[src/rtl/serial_cmd_port.sv]
// serial_cmd_port: UART command/response port for the logic sniffer core.
//
// RX side receives 8N1 bytes and assembles SUMP commands: 1-byte short
// commands (opcode[7]=0) and 5-byte long commands (opcode[7]=1, opdata LSB
// first). Each finished command appears on cmd with a one-cycle execute.
// TX side serialises byte-masked response words through a byte FIFO and
// answers the ID (0x02) and dataIn (0x06) queries on its own.
//
// Ports:
//   clock       system clock
//   extReset_n  synchronous active-low reset
//   rx          asynchronous serial input (two-flop synchronised here)
//   tx          serial output, idle high
//   dataIn      live probe value returned by query 0x06
//   send        pulse: load send_data/send_valid into the TX loader
//   send_data   response word, byte 0 = [7:0]
//   send_valid  per-byte enable mask
//   send_ready  loader idle; send is only accepted while high
//   cmd         {opdata[31:0], opcode[7:0]} of the last command
//   execute     one-cycle pulse when cmd is updated
//   busy        loader active, FIFO non-empty or shifter active
//   frame_err   one-cycle pulse on a bad stop bit
module serial_cmd_port #(
    parameter int FREQ         = 100000000,
    parameter int RATE         = 115200,
    parameter int DATA_BYTES   = 4,
    parameter int TXFIFO_DEPTH = 16,
    parameter int TIMEOUT_BITS = 64
) (
    input  logic                    clock,
    input  logic                    extReset_n,
    input  logic                    rx,
    output logic                    tx,
    input  logic [31:0]             dataIn,
    input  logic                    send,
    input  logic [8*DATA_BYTES-1:0] send_data,
    input  logic [DATA_BYTES-1:0]   send_valid,
    output logic                    send_ready,
    output logic [39:0]             cmd,
    output logic                    execute,
    output logic                    busy,
    output logic                    frame_err
);

    localparam int DIV     = FREQ / RATE;
    localparam int CW      = $clog2(DIV + 1);
    localparam int TO_CLKS = TIMEOUT_BITS * DIV;
    localparam int TW      = $clog2(TO_CLKS + 1);
    // Staging holds at least 4 bytes so the built-in 32-bit query answers fit
    localparam int SB      = (DATA_BYTES > 4) ? DATA_BYTES : 4;
    localparam int SW      = $clog2(SB);
    localparam int AW      = $clog2(TXFIFO_DEPTH);

    localparam logic [CW-1:0] DIV_M1  = CW'(DIV - 1);
    localparam logic [CW-1:0] HALF_M1 = CW'(DIV / 2 - 1);
    localparam logic [TW-1:0] TO_M1   = TW'(TO_CLKS - 1);

    typedef enum logic [1:0] {RX_IDLE, RX_START, RX_DATA, RX_STOP} rx_state_t;
    typedef enum logic {LD_IDLE, LD_PUSH} ld_state_t;
    typedef enum logic {TX_IDLE, TX_SEND} tx_state_t;

    rx_state_t          rx_state_q, rx_state_d;
    logic [2:0]         rx_sync_q, rx_sync_d;
    logic [CW-1:0]      rx_cnt_q, rx_cnt_d;
    logic [2:0]         rx_bit_q, rx_bit_d;
    logic [7:0]         rx_shift_q, rx_shift_d;
    logic [2:0]         byte_idx_q, byte_idx_d;
    logic [7:0]         opcode_q, opcode_d;
    logic [31:0]        opdata_q, opdata_d;
    logic [TW-1:0]      to_cnt_q, to_cnt_d;
    logic [39:0]        cmd_q, cmd_d;
    logic               execute_q, execute_d;
    logic               frame_err_q, frame_err_d;
    logic               id_pend_q, id_pend_d;
    logic               din_pend_q, din_pend_d;
    logic [31:0]        din_cap_q, din_cap_d;
    ld_state_t          ld_state_q, ld_state_d;
    logic [8*SB-1:0]    stage_data_q, stage_data_d;
    logic [SB-1:0]      stage_mask_q, stage_mask_d;
    logic [AW:0]        wr_ptr_q, wr_ptr_d;
    logic [AW:0]        rd_ptr_q, rd_ptr_d;
    logic [7:0]         fifo_mem_q [TXFIFO_DEPTH];
    tx_state_t          tx_state_q, tx_state_d;
    logic [CW-1:0]      tx_cnt_q, tx_cnt_d;
    logic [3:0]         tx_bit_q, tx_bit_d;
    logic [9:0]         tx_shift_q, tx_shift_d;

    logic               rx_synced, rx_prev, byte_done;
    logic               fifo_empty, fifo_full, push, pop;
    logic [7:0]         push_byte, fifo_head;
    logic [SW-1:0]      sel;
    logic [SB-1:0]      remaining;

    assign rx_synced  = rx_sync_q[1];
    assign rx_prev    = rx_sync_q[2];
    assign fifo_empty = (wr_ptr_q == rd_ptr_q);
    assign fifo_full  = (wr_ptr_q[AW] != rd_ptr_q[AW]) &&
                        (wr_ptr_q[AW-1:0] == rd_ptr_q[AW-1:0]);
    assign fifo_head  = fifo_mem_q[rd_ptr_q[AW-1:0]];

    assign tx         = (tx_state_q == TX_SEND) ? tx_shift_q[0] : 1'b1;
    assign cmd        = cmd_q;
    assign execute    = execute_q;
    assign frame_err  = frame_err_q;
    // A pending query will claim the loader next, so a send would be lost
    assign send_ready = (ld_state_q == LD_IDLE) && !id_pend_q && !din_pend_q;
    assign busy       = (ld_state_q == LD_PUSH) || id_pend_q || din_pend_q ||
                        !fifo_empty || (tx_state_q == TX_SEND);

    // RX receiver and command assembler
    always_comb begin
        rx_sync_d   = {rx_sync_q[1:0], rx};
        rx_state_d  = rx_state_q;
        rx_cnt_d    = rx_cnt_q;
        rx_bit_d    = rx_bit_q;
        rx_shift_d  = rx_shift_q;
        byte_idx_d  = byte_idx_q;
        opcode_d    = opcode_q;
        opdata_d    = opdata_q;
        to_cnt_d    = to_cnt_q;
        cmd_d       = cmd_q;
        execute_d   = 1'b0;
        frame_err_d = 1'b0;
        byte_done   = 1'b0;

        case (rx_state_q)
            RX_IDLE: begin
                if (rx_prev && !rx_synced) begin
                    rx_state_d = RX_START;
                    rx_cnt_d   = '0;
                end
            end
            RX_START: begin
                // Mid start bit: a high line means the edge was a glitch
                if (rx_cnt_q == HALF_M1) begin
                    rx_cnt_d   = '0;
                    rx_bit_d   = '0;
                    rx_state_d = rx_synced ? RX_IDLE : RX_DATA;
                end else begin
                    rx_cnt_d = rx_cnt_q + CW'(1);
                end
            end
            RX_DATA: begin
                if (rx_cnt_q == DIV_M1) begin
                    rx_cnt_d   = '0;
                    rx_shift_d = {rx_synced, rx_shift_q[7:1]};
                    rx_bit_d   = rx_bit_q + 3'd1;
                    if (rx_bit_q == 3'd7) begin
                        rx_state_d = RX_STOP;
                    end
                end else begin
                    rx_cnt_d = rx_cnt_q + CW'(1);
                end
            end
            RX_STOP: begin
                if (rx_cnt_q == DIV_M1) begin
                    rx_cnt_d   = '0;
                    rx_state_d = RX_IDLE;
                    if (rx_synced) begin
                        byte_done = 1'b1;
                    end else begin
                        frame_err_d = 1'b1;
                    end
                end else begin
                    rx_cnt_d = rx_cnt_q + CW'(1);
                end
            end
            default: rx_state_d = RX_IDLE;
        endcase

        // Partial long commands expire after a quiet line of TIMEOUT_BITS bits
        if (rx_state_q != RX_IDLE || byte_idx_q == 3'd0) begin
            to_cnt_d = '0;
        end else if (to_cnt_q == TO_M1) begin
            to_cnt_d   = '0;
            byte_idx_d = 3'd0;
        end else begin
            to_cnt_d = to_cnt_q + TW'(1);
        end

        if (frame_err_d) begin
            byte_idx_d = 3'd0;
        end

        // Operand bytes shift in from the top so byte 1 ends up in [7:0]
        if (byte_done) begin
            if (byte_idx_q == 3'd0) begin
                if (!rx_shift_q[7]) begin
                    cmd_d     = {32'h0, rx_shift_q};
                    execute_d = 1'b1;
                end else begin
                    opcode_d   = rx_shift_q;
                    byte_idx_d = 3'd1;
                end
            end else begin
                opdata_d = {rx_shift_q, opdata_q[31:8]};
                if (byte_idx_q == 3'd4) begin
                    cmd_d      = {rx_shift_q, opdata_q[31:8], opcode_q};
                    execute_d  = 1'b1;
                    byte_idx_d = 3'd0;
                end else begin
                    byte_idx_d = byte_idx_q + 3'd1;
                end
            end
        end
    end

    // TX shifter: chains straight into the next FIFO byte after a stop bit
    always_comb begin
        tx_state_d = tx_state_q;
        tx_cnt_d   = tx_cnt_q;
        tx_bit_d   = tx_bit_q;
        tx_shift_d = tx_shift_q;
        pop        = 1'b0;

        case (tx_state_q)
            TX_IDLE: begin
                if (!fifo_empty) begin
                    pop        = 1'b1;
                    tx_shift_d = {1'b1, fifo_head, 1'b0};
                    tx_cnt_d   = '0;
                    tx_bit_d   = '0;
                    tx_state_d = TX_SEND;
                end
            end
            TX_SEND: begin
                if (tx_cnt_q == DIV_M1) begin
                    tx_cnt_d = '0;
                    if (tx_bit_q == 4'd9) begin
                        if (!fifo_empty) begin
                            pop        = 1'b1;
                            tx_shift_d = {1'b1, fifo_head, 1'b0};
                            tx_bit_d   = '0;
                        end else begin
                            tx_state_d = TX_IDLE;
                        end
                    end else begin
                        tx_shift_d = {1'b1, tx_shift_q[9:1]};
                        tx_bit_d   = tx_bit_q + 4'd1;
                    end
                end else begin
                    tx_cnt_d = tx_cnt_q + CW'(1);
                end
            end
            default: tx_state_d = TX_IDLE;
        endcase
    end

    // Loader: stages a query answer or send word, then pushes its valid bytes
    always_comb begin
        ld_state_d   = ld_state_q;
        stage_data_d = stage_data_q;
        stage_mask_d = stage_mask_q;
        id_pend_d    = id_pend_q;
        din_pend_d   = din_pend_q;
        din_cap_d    = din_cap_q;
        push         = 1'b0;

        sel = '0;
        for (int i = SB - 1; i >= 0; i--) begin
            if (stage_mask_q[i]) begin
                sel = SW'(i);
            end
        end
        push_byte      = stage_data_q[8*sel +: 8];
        remaining      = stage_mask_q;
        remaining[sel] = 1'b0;

        case (ld_state_q)
            LD_IDLE: begin
                if (id_pend_q) begin
                    stage_data_d        = '0;
                    stage_data_d[31:0]  = 32'h534C4131;
                    stage_mask_d        = '0;
                    stage_mask_d[3:0]   = 4'hF;
                    id_pend_d           = 1'b0;
                    ld_state_d          = LD_PUSH;
                end else if (din_pend_q) begin
                    stage_data_d        = '0;
                    stage_data_d[31:0]  = din_cap_q;
                    stage_mask_d        = '0;
                    stage_mask_d[3:0]   = 4'hF;
                    din_pend_d          = 1'b0;
                    ld_state_d          = LD_PUSH;
                end else if (send) begin
                    stage_data_d                   = '0;
                    stage_data_d[8*DATA_BYTES-1:0] = send_data;
                    stage_mask_d                   = '0;
                    stage_mask_d[DATA_BYTES-1:0]   = send_valid;
                    ld_state_d                     = LD_PUSH;
                end
            end
            LD_PUSH: begin
                if (stage_mask_q == '0) begin
                    ld_state_d = LD_IDLE;
                end else if (!fifo_full || pop) begin
                    push         = 1'b1;
                    stage_mask_d = remaining;
                    if (remaining == '0) begin
                        ld_state_d = LD_IDLE;
                    end
                end
            end
            default: ld_state_d = LD_IDLE;
        endcase

        // Set after the clears so a query arriving while another is loaded stays pending
        if (execute_q && cmd_q[7:0] == 8'h02) begin
            id_pend_d = 1'b1;
        end
        if (execute_q && cmd_q[7:0] == 8'h06) begin
            din_pend_d = 1'b1;
            din_cap_d  = dataIn;
        end

        wr_ptr_d = wr_ptr_q + (AW + 1)'(push);
        rd_ptr_d = rd_ptr_q + (AW + 1)'(pop);
    end

    // State registers
    always_ff @(posedge clock) begin
        if (!extReset_n) begin
            rx_state_q   <= RX_IDLE;
            rx_sync_q    <= 3'b111;
            rx_cnt_q     <= '0;
            rx_bit_q     <= '0;
            rx_shift_q   <= '0;
            byte_idx_q   <= '0;
            opcode_q     <= '0;
            opdata_q     <= '0;
            to_cnt_q     <= '0;
            cmd_q        <= '0;
            execute_q    <= 1'b0;
            frame_err_q  <= 1'b0;
            id_pend_q    <= 1'b0;
            din_pend_q   <= 1'b0;
            din_cap_q    <= '0;
            ld_state_q   <= LD_IDLE;
            stage_data_q <= '0;
            stage_mask_q <= '0;
            wr_ptr_q     <= '0;
            rd_ptr_q     <= '0;
            tx_state_q   <= TX_IDLE;
            tx_cnt_q     <= '0;
            tx_bit_q     <= '0;
            tx_shift_q   <= '1;
        end else begin
            rx_state_q   <= rx_state_d;
            rx_sync_q    <= rx_sync_d;
            rx_cnt_q     <= rx_cnt_d;
            rx_bit_q     <= rx_bit_d;
            rx_shift_q   <= rx_shift_d;
            byte_idx_q   <= byte_idx_d;
            opcode_q     <= opcode_d;
            opdata_q     <= opdata_d;
            to_cnt_q     <= to_cnt_d;
            cmd_q        <= cmd_d;
            execute_q    <= execute_d;
            frame_err_q  <= frame_err_d;
            id_pend_q    <= id_pend_d;
            din_pend_q   <= din_pend_d;
            din_cap_q    <= din_cap_d;
            ld_state_q   <= ld_state_d;
            stage_data_q <= stage_data_d;
            stage_mask_q <= stage_mask_d;
            wr_ptr_q     <= wr_ptr_d;
            rd_ptr_q     <= rd_ptr_d;
            tx_state_q   <= tx_state_d;
            tx_cnt_q     <= tx_cnt_d;
            tx_bit_q     <= tx_bit_d;
            tx_shift_q   <= tx_shift_d;
        end
    end

    // FIFO storage needs no reset; the pointers define what is valid
    always_ff @(posedge clock) begin
        if (push) begin
            fifo_mem_q[wr_ptr_q[AW-1:0]] <= push_byte;
        end
    end

endmodule
[config.mk]
export PLATFORM = sky130hd
export DESIGN_NAME = serial_cmd_port
export DESIGN_NICKNAME = d
export VERILOG_FILES = /design/src/rtl/serial_cmd_port.sv
export SDC_FILE = /design/constraint.sdc
export NUM_CORES = 1
export LEC_CHECK = 0
export ABC_CLOCK_PERIOD_IN_PS = 4300
export CELL_PAD_IN_SITES_DETAIL_PLACEMENT = 1
export CELL_PAD_IN_SITES_GLOBAL_PLACEMENT = 2
export CORE_MARGIN = 4
export CORE_UTILIZATION = 30
export CTS_CLUSTER_DIAMETER = 120
export DETAILED_ROUTE_END_ITERATION = 16
export GPL_ROUTABILITY_DRIVEN = 0
export GPL_TIMING_DRIVEN = 0
export HOLD_SLACK_MARGIN = 0.12
export PLACE_DENSITY_LB_ADDON = 0.1
export SYNTH_ARGS = -nofsm -noshare
export SYNTH_HDL_FRONTEND = slang
export SYNTH_SLANG_ARGS = --single-unit
[constraint.sdc]
create_clock -name clock -period 4.3 [get_ports clock]
set_input_delay 0.86 -clock clock [delete_from_list [all_inputs] [get_ports clock]]
set_output_delay 0.86 -clock clock [all_outputs]
set_load 0.02 [all_outputs]
==> flow_metrics.tcl, run 1 <==
set metrics [dict create \
    status "finished clean" \
    synth_nets 1423 \
    final_core_util_pct 37.61 \
    worst-path-max-fanout 10 \
    syn-cell-area_sq_um 14300 \
    period_minus_slack_ns 4.048 \
    cts-root-buf "clkbuf_16" \
    critPathLaunchType "flop" \
    synth_cell_types 70 \
    portBuffers 116 \
    netlist_instances 1337 \
    swShare_pct 25.41 \
    final_antenna_net_count 0 \
    insertedDiodeCount 0 \
    critPathMaxStageDelay_ns 0.59 \
    slowest_stage "clkdlybuf4s50_1" \
    final_max_slew_viol_count 0 \
    drc_errors 0 \
    hold_viol_final 0 \
    p_clk_share_pct 43.8 \
    clkTransAtPathRegs_ns 0.06 \
    avgSynthCellArea_sq_um 10.69 \
    yosys_warnings 0 \
    post-place-ws_ns 0.2322 \
    multi_input_area_sq_um 5582 \
    cp-end-kind "primary output" \
    synthFlopType "dfxtp_1" \
    fill_cells 5232 \
    die_w_microns 226.3 \
    finalSetupViolations 0 \
    hp-class "flop to flop" \
    crit_chain "clkbuf_1 -> xnor2_1 -> nand4_1 -> nor3_2 -> clkbuf_2 -> nand2_1 -> clkdlybuf4s50_1" \
    routed-wl-met2_microns 18780 \
    die_area_sq_um 51210 \
    mostFrequentLayoutCell "dfxtp_1" \
    antenna_found_initial 2 \
    crit_type "flop to primary output" \
    leakagePower_nw 5.864 \
    cp.arrival_ns 3.19 \
    cts_tree "built" \
    finalClockSkew_ns 0.02145 \
    ys_ff_latch 353 \
    ios 117 \
    grt_pass1_vias 10895 \
    design.core.area_sq_um 46850 \
    dpl_cell_area_sq_um 16250 \
    wl_met3_microns 1961 \
    top_layer "met5" \
    totalWireLength_microns 42760 \
    finalCritPeriodShare_pct 94.14 \
    timing.slew.headroom_pct 16.45 \
    crit_required_ns 3.44 \
    power_switching_mw 2.057 \
    ir_worst_vdd_uv 256.5 \
    maxCapViolations 0 \
    gr-usage-all-layers_pct 16.66 \
    rsz0062_at_grt "false" \
    synth-async-reset-ratio_pct 0 \
    p_per_area_nw_per_um2 459.4 \
    fin_ws_ns 0.2522 \
    cts_buffers 41 \
    die_h_microns 226.3 \
    drt_iter0_drc 553 \
    vias_per_cell 4.961 \
    grt_pass1_wl_microns 65970 \
    area_growth_syn_to_layout_pct 23.24 \
    tns_ns 0 \
    overflow 0 \
    clock_sinks 353 \
    seq_area_frac_synth_pct 58.39 \
    internal-power_mw 6.037 \
    clk_latency_ns 0.57 \
    layout_common_cells "dfxtp_1, nand2_1, edfxtp_1, nor2_1, clkdlybuf4s50_1" \
    cts_htree_levels 2 \
    fmax_mhz 247.0 \
    drive_gt1_share_pct 8.639 \
    vias 10591 \
    drt_first_pass_iters 5 \
    grt_start_max_net_pins 17 \
    p_comb_share_pct 11.6 \
    met1_length_microns 21010 \
    detailed_place_hpwl_microns 30760 \
    worst_slew_pin_slew_ns 1.244 \
    num-nets-final 1583 \
    fin_area_sq_um 17620 \
    start_util_pct 30.52 \
    wl_per_cell_microns 20.03 \
    seqPwrFrac_pct 44.6 \
    regArea_sq_um 8348 \
    synth_edf_count 128 \
    rows 79 \
    cts_buffer_depth 3 \
]
## final cells by class
class / instances / share of cell area (%)
repair buffers: 118 / 6.675
well taps: 607 / 4.310
clock inverters: 20 / 1.285
multi-input cells: 881 / 31.68
plain buffers: 83 / 1.882
inverters: 19 / 0.4047
flip-flops and latches: 353 / 47.38
clock buffers: 54 / 6.391
## worst max-delay path, delay by kind of cell (launching register included)
family	cells	cell delay (ns)
DFF	1	0.30
buffers and inverters	3	1.28
xor gates and xnor gates	1	0.18
and+or+nand+nor	3	0.86
## routing by layer
metal	vias to the layer above	GRT usage [%]
met1	5166	23.96
met2	213	25.66
met3	57	3.379
met4	4	4.615
li1	5151	-
met5	-	0
## cell usage after synthesis, types with 19 or more instances
library cell / number / share of area, %
nor3_1: 50 / 1.8
a22o_1: 32 / 2.0
clkbuf_1: 66 / 1.7
edfxtp_1: 128 / 27
mux2i_1: 49 / 3.4
nor2_1: 123 / 3.2
dfxtp_1: 225 / 32
a21oi_1: 111 / 3.9
inv_1: 19 / 0.50
nand2_1: 199 / 5.2
nand3_1: 19 / 0.67
o21ai_0: 19 / 0.67
## what timing repair did
item,in CTS,in global routing
resized for setup,1,1
hold buffers,0,0
buffers inserted,0,0
setup endpoints to repair,1,1
## worst paths after layout
check,from,end,slack [ns],cells past startpoint
worst min register to register,rx_sync_q[0],rx_sync_q[1],0.42,1
worst max register to register,tx_cnt_q[0],fifo_mem_q[1][6],0.79,7
worst min-delay path,rx_sync_q[0],rx_sync_q[1],0.42,1
worst max-delay path,rd_ptr_q[3],busy,0.25,7
## power by group through the flow
stage / Combinational [mW] / Sequential (mW) / Clock (mW)
2_1_floorplan: 0.599 / 3.66 / 0
5_1_grt: 1.04 / 3.62 / 3.83
6_report: 0.941 / 3.61 / 3.55
4_1_cts: 0.956 / 3.61 / 3.67
3_3_place_gp: 0.941 / 3.68 / 0
3_5_place_dp: 0.952 / 3.68 / 0
## registers in the layout, indices dropped and copies added, names as in the netlist, 3 cells and up, named ones only
signal / flops
byte_idx_q: 3
cmd: 40
din_cap_q: 32
fifo_mem_q: 128
opcode_q: 8
opdata_q: 24
rd_ptr_q: 5
rx_bit_q: 3
rx_cnt_q: 10
rx_shift_q: 8
rx_sync_q: 3
stage_data_q: 32
stage_mask_q: 4
to_cnt_q: 16
tx_bit_q: 4
tx_cnt_q: 10
tx_shift_q: 10
wr_ptr_q: 5
## stage by stage
| stage | hold WS (ns) | power [mW] | instances |
|---|---|---|---|
| 3_5_place_dp | 0.4034 | 4.632 | 2061 |
| 5_1_grt | 0.4569 | 8.482 | 2135 |
| 2_1_floorplan | 0.3863 | 4.258 | 1337 |
| 6_report | 0.4162 | 8.094 | 2135 |
| 3_3_place_gp | 0.4037 | 4.620 | 2060 |
| 4_1_cts | 0.4234 | 8.233 | 2134 |
## cells by family (layout without fill, tap and decap cells)
group                    after synthesis  after routing  synth area share (%)
multiplexers                          77             77                 6.896
AO/OA/AOI/OAI                        253            253                 12.08
flip-flops                           353            353                 58.39
adder cells (fa/ha/maj)               15             15                 1.295
XOR/XNOR                              32             32                 1.960
buffers and inverters                103            294                 2.835
AND/OR/NAND/NOR                      504            504                 16.55
Note: power is estimated with default switching activity, not from simulation.
==> run 2: changes to the inputs <==
CTS_CLUSTER_DIAMETER = unset   (was 120)
SLEW_MARGIN = 0   (was unset)
==> results of run 2 <==
Same layout as run 1: the final DEF is identical, and so are final timing and power.
